## src/rtl/orbit_pixel_plotter.sv

```systemverilog
// orbit_pixel_plotter
// Maps signed (X, Y) orbit positions in metres to screen pixels and draws them
// into a VGA frame buffer through a single write port. It keeps a trail of the
// last TRAIL_LEN lit pixels and erases the oldest one once the trail is full.
// The whole frame is cleared after reset and whenever a clear is requested.
//
// Ports:
//   clk           system clock
//   rst           asynchronous, active-low reset
//   clear_req     one-cycle pulse requesting a full-screen clear
//   sample_valid  sample present on sample_x / sample_y
//   sample_ready  block can accept a sample
//   sample_x/y    signed position, metres
//   wr_en         frame-buffer write request (address/data held until wr_ready)
//   wr_addr       pixel address, row*H_RES+col
//   wr_data       pixel colour
//   wr_ready      frame buffer accepts the write
//   busy          high whenever the FSM is not idle
//   plot_count    pixels drawn, saturating
//   drop_count    off-screen samples, saturating
module orbit_pixel_plotter #(
    parameter int         H_RES     = 320,
    parameter int         V_RES     = 240,
    parameter int         ADDR_W    = 17,
    parameter int         SHIFT     = 16,
    parameter int         TRAIL_LEN = 64,
    parameter logic [7:0] FG_COLOR  = 8'hFF,
    parameter logic [7:0] BG_COLOR  = 8'h00
) (
    input  logic                     clk,
    input  logic                     rst,
    input  logic                     clear_req,
    input  logic                     sample_valid,
    output logic                     sample_ready,
    input  logic signed [31:0]       sample_x,
    input  logic signed [31:0]       sample_y,
    output logic                     wr_en,
    output logic [ADDR_W-1:0]        wr_addr,
    output logic [7:0]               wr_data,
    input  logic                     wr_ready,
    output logic                     busy,
    output logic [15:0]              plot_count,
    output logic [15:0]              drop_count
);

    localparam int PTR_W = (TRAIL_LEN > 1) ? $clog2(TRAIL_LEN) : 1;
    localparam int CNT_W = PTR_W + 1;
    localparam logic [ADDR_W-1:0] LAST_PIX   = ADDR_W'(H_RES * V_RES - 1);
    localparam logic [CNT_W-1:0]  TRAIL_FULL = CNT_W'(TRAIL_LEN);
    localparam logic signed [33:0] H_HALF    = 34'(H_RES / 2);
    localparam logic signed [33:0] V_HALF    = 34'(V_RES / 2);
    localparam logic signed [33:0] H_LIM     = 34'(H_RES);
    localparam logic signed [33:0] V_LIM     = 34'(V_RES);

    typedef enum logic [2:0] {S_CLEAR, S_IDLE, S_MAP, S_ERASE, S_DRAW} state_t;

    state_t              state_reg, state_next;
    logic signed [31:0]  x_reg, x_next, y_reg, y_next;
    logic                wr_en_reg, wr_en_next;
    logic [ADDR_W-1:0]   wr_addr_reg, wr_addr_next;
    logic [7:0]          wr_data_reg, wr_data_next;
    logic [ADDR_W-1:0]   clear_idx_reg, clear_idx_next;
    logic                clear_pending_reg, clear_pending_next;
    logic [15:0]         plot_cnt_reg, plot_cnt_next;
    logic [15:0]         drop_cnt_reg, drop_cnt_next;
    logic [PTR_W-1:0]    rd_ptr_reg, rd_ptr_next, wr_ptr_reg, wr_ptr_next;
    logic [CNT_W-1:0]    trail_cnt_reg, trail_cnt_next;
    logic [ADDR_W-1:0]   last_addr_reg, last_addr_next;
    logic [ADDR_W-1:0]   new_addr_reg, new_addr_next;
    logic                push_en;

    logic [ADDR_W-1:0]   trail_mem [TRAIL_LEN];

    // Pixel mapping at 34-bit signed width so the shift and offset cannot wrap.
    logic signed [33:0]  x_ext, y_ext, col, row;
    logic                on_screen;
    logic [ADDR_W-1:0]   map_addr;

    assign x_ext     = {{2{x_reg[31]}}, x_reg};
    assign y_ext     = {{2{y_reg[31]}}, y_reg};
    assign col       = (x_ext >>> SHIFT) + H_HALF;
    assign row       = V_HALF - (y_ext >>> SHIFT);
    assign on_screen = !col[33] && (col < H_LIM) && !row[33] && (row < V_LIM);
    assign map_addr  = row[ADDR_W-1:0] * ADDR_W'(H_RES) + col[ADDR_W-1:0];

    logic accept, wr_done;
    assign accept  = sample_valid && sample_ready;
    assign wr_done = wr_en_reg && wr_ready;

    // State register (and the registered datapath it steers)
    always_ff @(posedge clk or negedge rst) begin
        if (!rst) begin
            state_reg         <= S_CLEAR;
            x_reg             <= '0;
            y_reg             <= '0;
            wr_en_reg         <= 1'b0;
            wr_addr_reg       <= '0;
            wr_data_reg       <= BG_COLOR;
            clear_idx_reg     <= '0;
            clear_pending_reg <= 1'b0;
            plot_cnt_reg      <= '0;
            drop_cnt_reg      <= '0;
            rd_ptr_reg        <= '0;
            wr_ptr_reg        <= '0;
            trail_cnt_reg     <= '0;
            last_addr_reg     <= '0;
            new_addr_reg      <= '0;
        end else begin
            state_reg         <= state_next;
            x_reg             <= x_next;
            y_reg             <= y_next;
            wr_en_reg         <= wr_en_next;
            wr_addr_reg       <= wr_addr_next;
            wr_data_reg       <= wr_data_next;
            clear_idx_reg     <= clear_idx_next;
            clear_pending_reg <= clear_pending_next;
            plot_cnt_reg      <= plot_cnt_next;
            drop_cnt_reg      <= drop_cnt_next;
            rd_ptr_reg        <= rd_ptr_next;
            wr_ptr_reg        <= wr_ptr_next;
            trail_cnt_reg     <= trail_cnt_next;
            last_addr_reg     <= last_addr_next;
            new_addr_reg      <= new_addr_next;
        end
    end

    // Trail storage has no reset; occupancy is tracked by trail_cnt_reg.
    always_ff @(posedge clk) begin
        if (push_en) begin
            trail_mem[wr_ptr_reg] <= wr_addr_reg;
        end
    end

    // Next-state logic
    always_comb begin
        state_next         = state_reg;
        x_next             = x_reg;
        y_next             = y_reg;
        wr_en_next         = wr_en_reg;
        wr_addr_next       = wr_addr_reg;
        wr_data_next       = wr_data_reg;
        clear_idx_next     = clear_idx_reg;
        clear_pending_next = clear_pending_reg;
        plot_cnt_next      = plot_cnt_reg;
        drop_cnt_next      = drop_cnt_reg;
        rd_ptr_next        = rd_ptr_reg;
        wr_ptr_next        = wr_ptr_reg;
        trail_cnt_next     = trail_cnt_reg;
        last_addr_next     = last_addr_reg;
        new_addr_next      = new_addr_reg;
        push_en            = 1'b0;

        // A clear request is remembered until the current work is finished.
        if (clear_req && state_reg != S_CLEAR) begin
            clear_pending_next = 1'b1;
        end

        case (state_reg)
            S_CLEAR: begin
                if (!wr_en_reg) begin
                    wr_en_next   = 1'b1;
                    wr_addr_next = clear_idx_reg;
                    wr_data_next = BG_COLOR;
                end else if (wr_done) begin
                    if (clear_idx_reg == LAST_PIX) begin
                        wr_en_next         = 1'b0;
                        clear_pending_next = 1'b0;
                        rd_ptr_next        = '0;
                        wr_ptr_next        = '0;
                        trail_cnt_next     = '0;
                        state_next         = S_IDLE;
                    end else begin
                        clear_idx_next = clear_idx_reg + ADDR_W'(1);
                        wr_addr_next   = clear_idx_reg + ADDR_W'(1);
                    end
                end
            end
            S_IDLE: begin
                if (clear_pending_reg) begin
                    clear_idx_next = '0;
                    state_next     = S_CLEAR;
                end else if (accept) begin
                    x_next     = sample_x;
                    y_next     = sample_y;
                    state_next = S_MAP;
                end
            end
            S_MAP: begin
                if (!on_screen) begin
                    if (drop_cnt_reg != 16'hFFFF) drop_cnt_next = drop_cnt_reg + 16'd1;
                    state_next = S_IDLE;
                end else if (trail_cnt_reg != '0 && map_addr == last_addr_reg) begin
                    state_next = S_IDLE;
                end else if (trail_cnt_reg == TRAIL_FULL) begin
                    wr_en_next    = 1'b1;
                    wr_addr_next  = trail_mem[rd_ptr_reg];
                    wr_data_next  = BG_COLOR;
                    new_addr_next = map_addr;
                    state_next    = S_ERASE;
                end else begin
                    wr_en_next   = 1'b1;
                    wr_addr_next = map_addr;
                    wr_data_next = FG_COLOR;
                    state_next   = S_DRAW;
                end
            end
            S_ERASE: begin
                if (wr_done) begin
                    rd_ptr_next    = rd_ptr_reg + PTR_W'(1);
                    trail_cnt_next = trail_cnt_reg - CNT_W'(1);
                    wr_addr_next   = new_addr_reg;
                    wr_data_next   = FG_COLOR;
                    state_next     = S_DRAW;
                end
            end
            S_DRAW: begin
                if (wr_done) begin
                    push_en        = 1'b1;
                    wr_ptr_next    = wr_ptr_reg + PTR_W'(1);
                    trail_cnt_next = trail_cnt_reg + CNT_W'(1);
                    last_addr_next = wr_addr_reg;
                    if (plot_cnt_reg != 16'hFFFF) plot_cnt_next = plot_cnt_reg + 16'd1;
                    wr_en_next     = 1'b0;
                    state_next     = S_IDLE;
                end
            end
            default: state_next = S_CLEAR;
        endcase
    end

    // Outputs
    always_comb begin
        sample_ready = (state_reg == S_IDLE) && !clear_pending_reg;
        busy         = (state_reg != S_IDLE);
        wr_en        = wr_en_reg;
        wr_addr      = wr_addr_reg;
        wr_data      = wr_data_reg;
        plot_count   = plot_cnt_reg;
        drop_count   = drop_cnt_reg;
    end

endmodule

```

## config.mk

```make
export PLATFORM = sky130hd
export DESIGN_NAME = orbit_pixel_plotter
export DESIGN_NICKNAME = d
export VERILOG_FILES = /design/src/rtl/orbit_pixel_plotter.sv
export SDC_FILE = /design/constraint.sdc
export NUM_CORES = 1
export LEC_CHECK = 0
export BUFFER_PORTS_ARGS = -buffer_cell sky130_fd_sc_hd__buf_2
export CAP_MARGIN = 25
export CORE_ASPECT_RATIO = 0.8
export CORE_UTILIZATION = 30
export DETAILED_ROUTE_END_ITERATION = 10
export GPL_ROUTABILITY_DRIVEN = 0
export HOLD_SLACK_MARGIN = 0.12
export RECOVER_POWER = 100
export SKIP_LAST_GASP = 1
export SYNTH_ARGS = -nofsm -noshare
export SYNTH_HDL_FRONTEND = slang
export SYNTH_SLANG_ARGS = --single-unit
```

## constraint.sdc

```tcl
create_clock -name clk -period 8.7 [get_ports clk]
set_clock_uncertainty 0.2 [all_clocks]
set_input_delay 0.87 -clock clk [delete_from_list [all_inputs] [get_ports clk]]
set_output_delay 0.87 -clock clk [all_outputs]
set_load 0.005 [all_outputs]
```

=== Word-level counts from Yosys, hierarchy flattened ===
Memories as Yosys holds them, arrays and structs flattened.
Index checks and enable logic that the tools add are counted.

* Add/sub/neg operators: 10
* Eq/ne operators: 23
* Bitwise gates (word level): 3
* Reductions and logical operators: 33
* Magnitude comparators: 2
* Muxes and demuxes: 57
* Multipliers: 1

{| class="wikitable"
|+ Operators by type and width
! cell !! count
|-
| $mux W17 || 9
|-
| $pmux W17 S3 || 1
|-
| $mux W8 || 5
|-
| $mux W7 || 5
|-
| $pmux W17 S2 || 1
|-
| $add A16 B1 Y16 const B || 2
|-
| $ne A16 B16 Y1 const B || 2
|-
| $mux W3 || 10
|-
| $mux W6 || 5
|-
| $pmux W6 S2 || 2
|-
| $pmux W8 S3 || 1
|-
| $pmux W7 S3 || 1
|-
| $ne A2 B2 Y1 const B || 10
|-
| $reduce_and A5 Y1 || 4
|-
| $reduce_and A6 Y1 || 3
|-
| $add A16 B9 Y17 const B || 1
|-
| $add A17 B1 Y17 const B || 1
|-
| $add A17 B17 Y17 || 1
|-
| $eq A17 B17 Y1 || 1
|-
| $eq A17 B17 Y1 const B || 1
|-
| $lt A17 B10 Y1 const B || 1
|-
| $lt A17 B9 Y1 const B || 1
|-
| $mul A17 B3 Y11 const B || 1
|-
| $sub A8 B16 Y17 const A || 1
|-
| 22 further kinds || 59
|}

* Memory bits (writable): 1088
* Output and inout port bits: 60
* Input port bits: 69
* Register bits: 196
* Logic and storage cells: 145
* Memories kept: 1

{| class="wikitable"
|+ Memories
! name !! depth !! width !! read ports !! clocked after Yosys merged registers in !! write ports !! line !! source
|-
| trail_mem || 64 || 17 || 1 || 0 || 1 || 72 || <nowiki>logic [ADDR_W-1:0] trail_mem [TRAIL_LEN];</nowiki>
|}

=== Logic depth before layout (Yosys ltp) ===
Gate-level depths: netlist (run 1).

* Word-level depth: 8
* Depth in mapped cells: 22
* Depth with buffers taken out: 21

=== Least setup slack after synthesis (run 1) ===
No wires, ideal clock.

* Path kind: register to register
* From: register y_reg[16]
* To: register wr_addr_reg[10] (netlist: wr_addr[10])
* Setup slack: 3604 ps
* Required time: 8374 ps
* Data arrival time: 4770 ps
* Period minus slack after synthesis: 5096 ps
* Path buffers: 2
* Stages on the path, launching flop included: 23
* Library setup time: 126 ps
* Cell sequence: dfrtp_1 -> inv_1 -> ha_1 -> nor2b_2 -> nand2b_1 -> xor2_1 -> ha_1 -> ha_1 -> a21o_1 -> a21oi_1 -> xnor2_1 -> ha_1 -> clkbuf_1 -> a2111oi_0 -> o21ai_0 -> a41oi_1 -> xnor2_1 -> xnor2_1 -> and3_1 -> nand2_2 -> o211ai_4 -> buf_6 -> mux2_4

* Word-level cells in the longest chain between the ends: 7
* Elaborated cells between the ends (all ways): 16
* Classes of those cells: add/sub (2); mul (1); order compare (1); eq/ne (3); mux (4); reduce/logical (5)

{| class="wikitable"
|+ Ends and longest elaborated chain
! element !! line !! source
|-
| start: declaration || 58 || <nowiki>logic signed [31:0] x_reg, x_next, y_reg, y_next;</nowiki>
|-
| start signal: assignment || 111 || <nowiki>y_reg <= y_next;</nowiki>
|-
| $sub A8 B16 Y17 * || 82 || <nowiki>assign row = V_HALF - (y_ext >>> SHIFT);</nowiki>
|-
| $mul A17 B3 Y11 || 84 || <nowiki>assign map_addr = row[ADDR_W-1:0] * ADDR_W'(H_RES) + col[ADDR_W-1:0];</nowiki>
|-
| $add A17 B17 Y17 || 84 ||
|-
| $eq A17 B17 Y1 / $mux W17 (equally long branches) || 192, 194 ||
|-
| $logic_and A1 B1 Y1 / $mux W17 (equally long branches) || 192 || <nowiki>end else if (trail_cnt_reg != '0 && map_addr == last_addr_reg) begin</nowiki>
|-
| $ne A2 B2 Y1 (no source line) / $mux W17 (equally long branches) || -- ||
|-
| $reduce_and A6 Y1 (no source line) / $pmux W17 S3 (equally long branches) || -- ||
|-
| end signal: assignment || 113 || <nowiki>wr_addr_reg <= wr_addr_next;</nowiki>
|-
| end: declaration || 60 || <nowiki>logic [ADDR_W-1:0] wr_addr_reg, wr_addr_next;</nowiki>
|}

Mark *: on every way between the ends. The rest lies on a longest branch, timed or not. The select of a mux whose other input is x is not followed.
A chain may end at the register's enable or synchronous reset.

=== Final worst setup path (run 1) ===
* From: register state_reg[0]
* To: memory trail_mem[37][5] (enable)

* Word-level cells in the longest chain between the ends: 4

{| class="wikitable"
|+ Ends and longest elaborated chain
! element !! line !! source
|-
| start: declaration || 57 || <nowiki>state_t state_reg, state_next;</nowiki>
|-
| start signal: assignment || 109 || <nowiki>state_reg <= state_next;</nowiki>
|-
| $eq A3 B3 Y1 || 158 || <nowiki>case (state_reg)</nowiki>
|-
| $mux W1 || 158 ||
|-
| $mux W1 || 129 || <nowiki>if (push_en) begin</nowiki>
|-
| $mux W1 (not written as such) || 130 || <nowiki>trail_mem[wr_ptr_reg] <= wr_addr_reg;</nowiki>
|-
| end: declaration || 72 ||
|}

No other way between the ends.

==> results of run 1 <==
critical path, delay by kind of cell, from the launching register on:
| kind | cells | cell delay, ns |
|---|---|---|
| AND/OR/NAND/NOR | 5 | 3.14 |
| buffers and inverters | 3 | 2.54 |
| flip-flops | 1 | 0.36 |
per-stage QoR:
step,power [uW],hold WS (ns),setup slack (ns),instance area [um^2],utilization
detailed placement,7540,0.264,2.80,54600,0.326
finish,12600,0.165,2.04,58000,0.346
CTS,12700,0.120,2.77,58500,0.349
floorplan,7250,0.241,3.60,50900,-
global placement,7530,0.264,2.85,54600,0.326
global route,13000,0.133,1.66,58000,0.346
power by group through the flow:
stage               Sequential [uW]  Clock, uW  Combinational (uW)
global placement               6910          0                 616
CTS                            6790       5280                 632
global route                   6820       5500                 676
finish                         6810       5180                 608
detailed placement             6910          0                 628
floorplan                      6950          0                 304
cell usage in the layout (no fill, tap or decap), types with 7 or more instances in the layout:
cell type and count:
clkbuf_1 149, edfxtp_1 1088, nand4_1 20, clkbuf_16 119
nor2_2 41, o22ai_1 7, xnor2_1 59, mux2i_1 9
ha_1 36, buf_4 8, mux2_1 11, a211oi_1 9
nand3_1 35, nand2_1 101, nor3_1 15, inv_1 23
and3_1 17, clkinv_2 25, and2_1 7, xor2_1 43
or3_1 7, mux4_2 357, clkinv_1 26, nor2_1 117
dfrtp_1 152, buf_2 55, nor2b_1 7, o21ai_0 49
o211ai_1 7, a21o_1 9, bufinv_16 13, mux2_2 74
a21oi_1 25
worst paths after layout:
kind                       depth (start not counted)               end
setup reg to reg                                   8  trail_mem[37][5]
hold reg to reg                                    2  new_addr_reg[16]
max in group asynchronous                          4       wr_addr[11]
setup / recovery                                   8  trail_mem[37][5]
min in group asynchronous                          2         y_reg[24]
hold / removal                                     2         y_reg[22]
metal layers:
metal / up-vias / GRT usage / routed length [um]
met3: 144 / 0.0322 / 9570
met4: 0 / 0.0288 / 2350
li1: 10800 / - / -
met5: - / 0 / 0
met1: 13700 / 0.219 / 57800
met2: 869 / 0.215 / 55700
kinds of logic after synthesis:
family,after synthesis,synth area share
simple gates,407,0.0376
buf+inv,153,0.0131
flops,1245,0.719
compound gates,162,0.0218
mux,451,0.179
fa+ha+maj,39,0.0100
xor+xnor,106,0.0192
final cells by class:
type / count / area, um^2
flip-flops and latches: 1245 / 36600
clock inverters: 80 / 787
fillers: 15800 / 110000
repair buffers: 198 / 966
diodes: 4 / 10.0
inverters: 23 / 86.3
well taps: 2244 / 2810
clock buffers: 142 / 3060
multi-input cells: 1165 / 13700
==> out/metrics.yaml, run 1 <==
status: "finished with violations"
violations: "capacitance limit, slew limit"
netlist.area_leader.share: 0.642
p_leak_uw: 0.0199
p_per_area_mw_per_mm2: 217
postSynthAreaPerCell_um2: 19.9
routedWlPerCell_um: 24.6
fin_setup_tns_ns: 0
rows: 134
r2r_start: "state_reg[0]"
fin_crit_ns: 6.66
wl_um: 125000
io_pins: 129
grt_pass1_vias: 25500
slew_viol_final: 1281
slowest_stage: "clkbuf_1"
drive_gt1_frac: 0.257
synth_edf_count: 1088
cts-root-to-sink-buffers: 3
p_clk_frac: 0.411
cts.repair.resized: 0
die-area_mm2: 0.171
largest_reg_flops: 1088
async_reset_ff_frac: 0.126
grt_max_degree: 127
post_cts_buffers: 0
setup-violations-final: 0
yosys-top-cells-area: "edfxtp_1 64%, mux4_2 16%, dfrtp_1 7.7%"
min_period_over_period: 0.766
cts_buffers: 118
crit_fanout: 36
h-tree-depth: 3
final_cells: 5101
worst_ep_arrival_time_ns: 6.80
synth_area_mm2: 0.0509
cp-end-kind: "register"
yosys_warnings: 0
reg2reg_slack_ns: 2.04
critical_path.max_stage_delay_ns: 1.33
antenna_found_initial: 9
clock_latency_ns: 0.74
dp_hpwl_um: 74500
grt_setup_unrepaired: "no"
hold_start: "sample_y[22]"
relSlewSlack: -1.21
p_seq_frac: 0.541
hold_viol: 0
yosysMostFrequentCell: "edfxtp_1"
p_int_uw: 9790
firstDrtPassIters: 5
synth_common_cells: "1088 x edfxtp_1, 357 x mux4_2, 158 x nor2_1"
die_width_um: 463
p_sw_frac: 0.223
dp_cells: 4872
synthFlopType: "edfxtp_1"
fmax_ghz: 0.150
ant_nets: 0
grt.total_usage: 0.145
synthCells: 2563
worstSetupStartpointType: "register"
worst_pin_slew_ns: 3.31
crit_path_cell_trace: "clkbuf_1 > nor2_1 > nand2_1 > nor2_1 > clkbuf_1 > nand3_1 > nor2_1 > clkbuf_1"
ys_seq_area_frac: 0.719
syn_nets: 2671
initialDrtViolationCount: 3054
drcViolationCount: 0
power_frac_comb: 0.048
ys_ff_latch: 1245
p_sw_uw: 2810
portBuffers: 96
areaGrowthSynthToFinish_pct: 14.0
path_class: "register to register"
start_util: 0.304
regMostFlops: "trail_mem"
clock_sinks: 1245
postCtsHoldBufs: 3
synthDistinctLibCells: 77
cts_tree: "built"
grt_pass1_wl_um: 183000
vias: 25600
fin_nets: 2859
max_cap_viol_count: 35
startpoint: "state_reg[0]"
synth_largest_area_cell: "edfxtp_1"
grt_overflow: 0
worstHoldPathType: "primary input to register"
clk_pin_slew_worst_paths_ns: 0.07
via_per_inst: 5.01
root_buffer: "clkbuf_16"
cp_data_required_time_ns: 8.84
worst_ir_drop_vdd_mv: 0.158
die_h_um: 370
core-area_mm2: 0.168
No activity file was read; power rests on OpenSTA's default activity.
==> inputs of run 2 (changes only) <==
==> constraint.sdc (replaced) <==
create_clock -name clk -period 5.77 [get_ports clk]
set_clock_uncertainty 0.2 [all_clocks]
set_input_delay 0.577 -clock clk [delete_from_list [all_inputs] [get_ports clk]]
set_output_delay 0.577 -clock clk [all_outputs]
set_load 0.005 [all_outputs]
==> run 2 against run 1 <==
Net effect:
- the flow still finishes with violations (capacitance limit, slew limit)
- wire length is 1.3% higher
- cell count is 0.96% higher
- hold slack better by 0.016 ns
- via count is 1.2% higher
- cell area is 1.0% higher
- highest routed layer is now met5
==> out/metrics.yaml, run 2 (synthesis gave the netlist of run 1 again) <==
status: "finished with violations"
violations: "capacitance limit, slew limit"
cts-root-to-sink-buffers: 3
vias: 25900
relSlewSlack: -1.29
p_leak_uw: 0.0202
fin_setup_tns_ns: 0
cp-end-kind: "register"
max_cap_viol_count: 48
die_h_um: 370
worstSetupStartpointType: "register"
portBuffers: 96
dp_cells: 4895
slew_viol_final: 1230
grt_setup_unrepaired: "no"
wl_um: 127000
io_pins: 129
clock_sinks: 1245
path_common_cell: "ha_1"
final_cell_mix: "1088 x edfxtp_1, 357 x mux4_2, 151 x dfrtp_1, 151 x clkbuf_1, 120 x clkbuf_16"
die-area_mm2: 0.171
fin_nets: 2913
fin_hold_ws_ns: 0.181
worst_ep_arrival_time_ns: 5.76
cts_tree: "built"
routedWlPerCell_um: 24.7
design_area_mm2: 0.0586
clk_pin_slew_worst_paths_ns: 0.07
dpl_cell_area_mm2: 0.0549
via_per_inst: 5.02
antenna_found_initial: 9
h-tree-depth: 3
crit_path_cell_trace: "inv_1 > ha_1 > nor2b_4 > nand2b_1 > xor2_2 > ha_1 > ha_1 > a21o_1 > a21oi_1 > xnor2_1 > ha_1 > a2111oi_1 > o21ai_1 > a41oi_1 > xnor2_1 > xnor2_1 > and3_1 > nand2_2 > o211ai_4 > buf_12 > mux2_2"
grt_max_degree: 73
core-area_mm2: 0.168
regMostFlops: "trail_mem"
path_class: "register to register"
areaGrowthSynthToFinish_pct: 15.1
worst_pin_slew_ns: 3.44
drive_gt1_frac: 0.265
rows: 134
worstHoldPathType: "primary input to register"
firstDrtPassIters: 7
grt_pass1_wl_um: 184000
slowest_stage: "dfrtp_1"
worst_ir_drop_vdd_mv: 0.255
crit_fanout: 17
die_width_um: 463
fin_crit_ns: 5.36
final_cells: 5150
critical_path.max_stage_delay_ns: 0.45
ant_nets: 0
setup-violations-final: 0
final_common_cell: "edfxtp_1"
root_buffer: "clkbuf_16"
start_util: 0.304
fmax_ghz: 0.186
clock_latency_ns: 0.75
drcViolationCount: 0
p_per_area_mw_per_mm2: 323
min_period_over_period: 0.929
grt.total_usage: 0.146
initialDrtViolationCount: 3015
dp_hpwl_um: 76000
grt_overflow: 0
grt_pass1_vias: 25600
cts_buffers: 118
cp_data_required_time_ns: 6.17
largest_reg_flops: 1088
hold_viol: 0
p_total_uw: 18900
[run 2: worst paths after layout]
check                      cells past startpoint               end        startpoint  slack, ns
max                                           21       wr_addr[12]         y_reg[16]       0.41
min                                            5     rd_ptr_reg[0]          wr_ready       0.18
max reg2reg                                   21       wr_addr[12]         y_reg[16]       0.41
min reg2reg                                    2  new_addr_reg[16]  new_addr_reg[16]       0.28
max in group asynchronous                      3     plot_count[0]               rst       0.95
min in group asynchronous                      2  trail_cnt_reg[4]               rst       1.39
[run 2: worst max-delay path: cells and delay by family, from the launching register on]
| kind | cells | cell delay, ns |
|---|---|---|
| AO/OA/AOI/OAI | 6 | 1.35 |
| adder cells (fa/ha/maj) | 4 | 1.10 |
| AND/OR/NAND/NOR | 4 | 0.72 |
| XOR/XNOR | 4 | 0.72 |
| flip-flops | 1 | 0.45 |
| multiplexers | 1 | 0.35 |
| buffers and inverters | 2 | 0.33 |
[run 2: report_power, final]
part,internal (uW),leakage [uW],switching (uW)
Combinational,290,0.00520,552
Sequential,10100,0.0131,249
Clock,4320,0.00186,3440
[run 2: through the flow]
stage | setup WS, ns | utilization
CTS | 0.226 | 0.352
global route | 0.0702 | 0.349
detailed placement | 0.254 | 0.328
global placement | 0.258 | 0.327
finish | 0.407 | 0.350
floorplan | 0.674 | -
[run 2: area by class of cell]
| class | count | area, um^2 |
|---|---|---|
| fillers | 15700 | 109000 |
| flip-flops and latches | 1245 | 36600 |
| multi-input cells | 1165 | 13700 |
| clock buffers | 145 | 3100 |
| well taps | 2244 | 2810 |
| repair buffers | 252 | 1530 |
| clock inverters | 72 | 729 |
| inverters | 23 | 86.3 |
| diodes | 4 | 10.0 |
[run 2: repair_timing]
action / CTS / global route
hold buffers: 34 / 0
setup buffers: 0 / 0
hold endpoints to repair: 89 / 0
endpoints found under the setup margin: 0 / 30
resized for setup: 0 / 4
[run 2: layer usage]
metal	global-route usage	up-vias	wire [um]
li1	-	11000	-
met1	0.222	13800	58400
met2	0.217	945	56400
met3	0.0277	162	9730
met4	0.0303	2	2580
met5	0	-	13
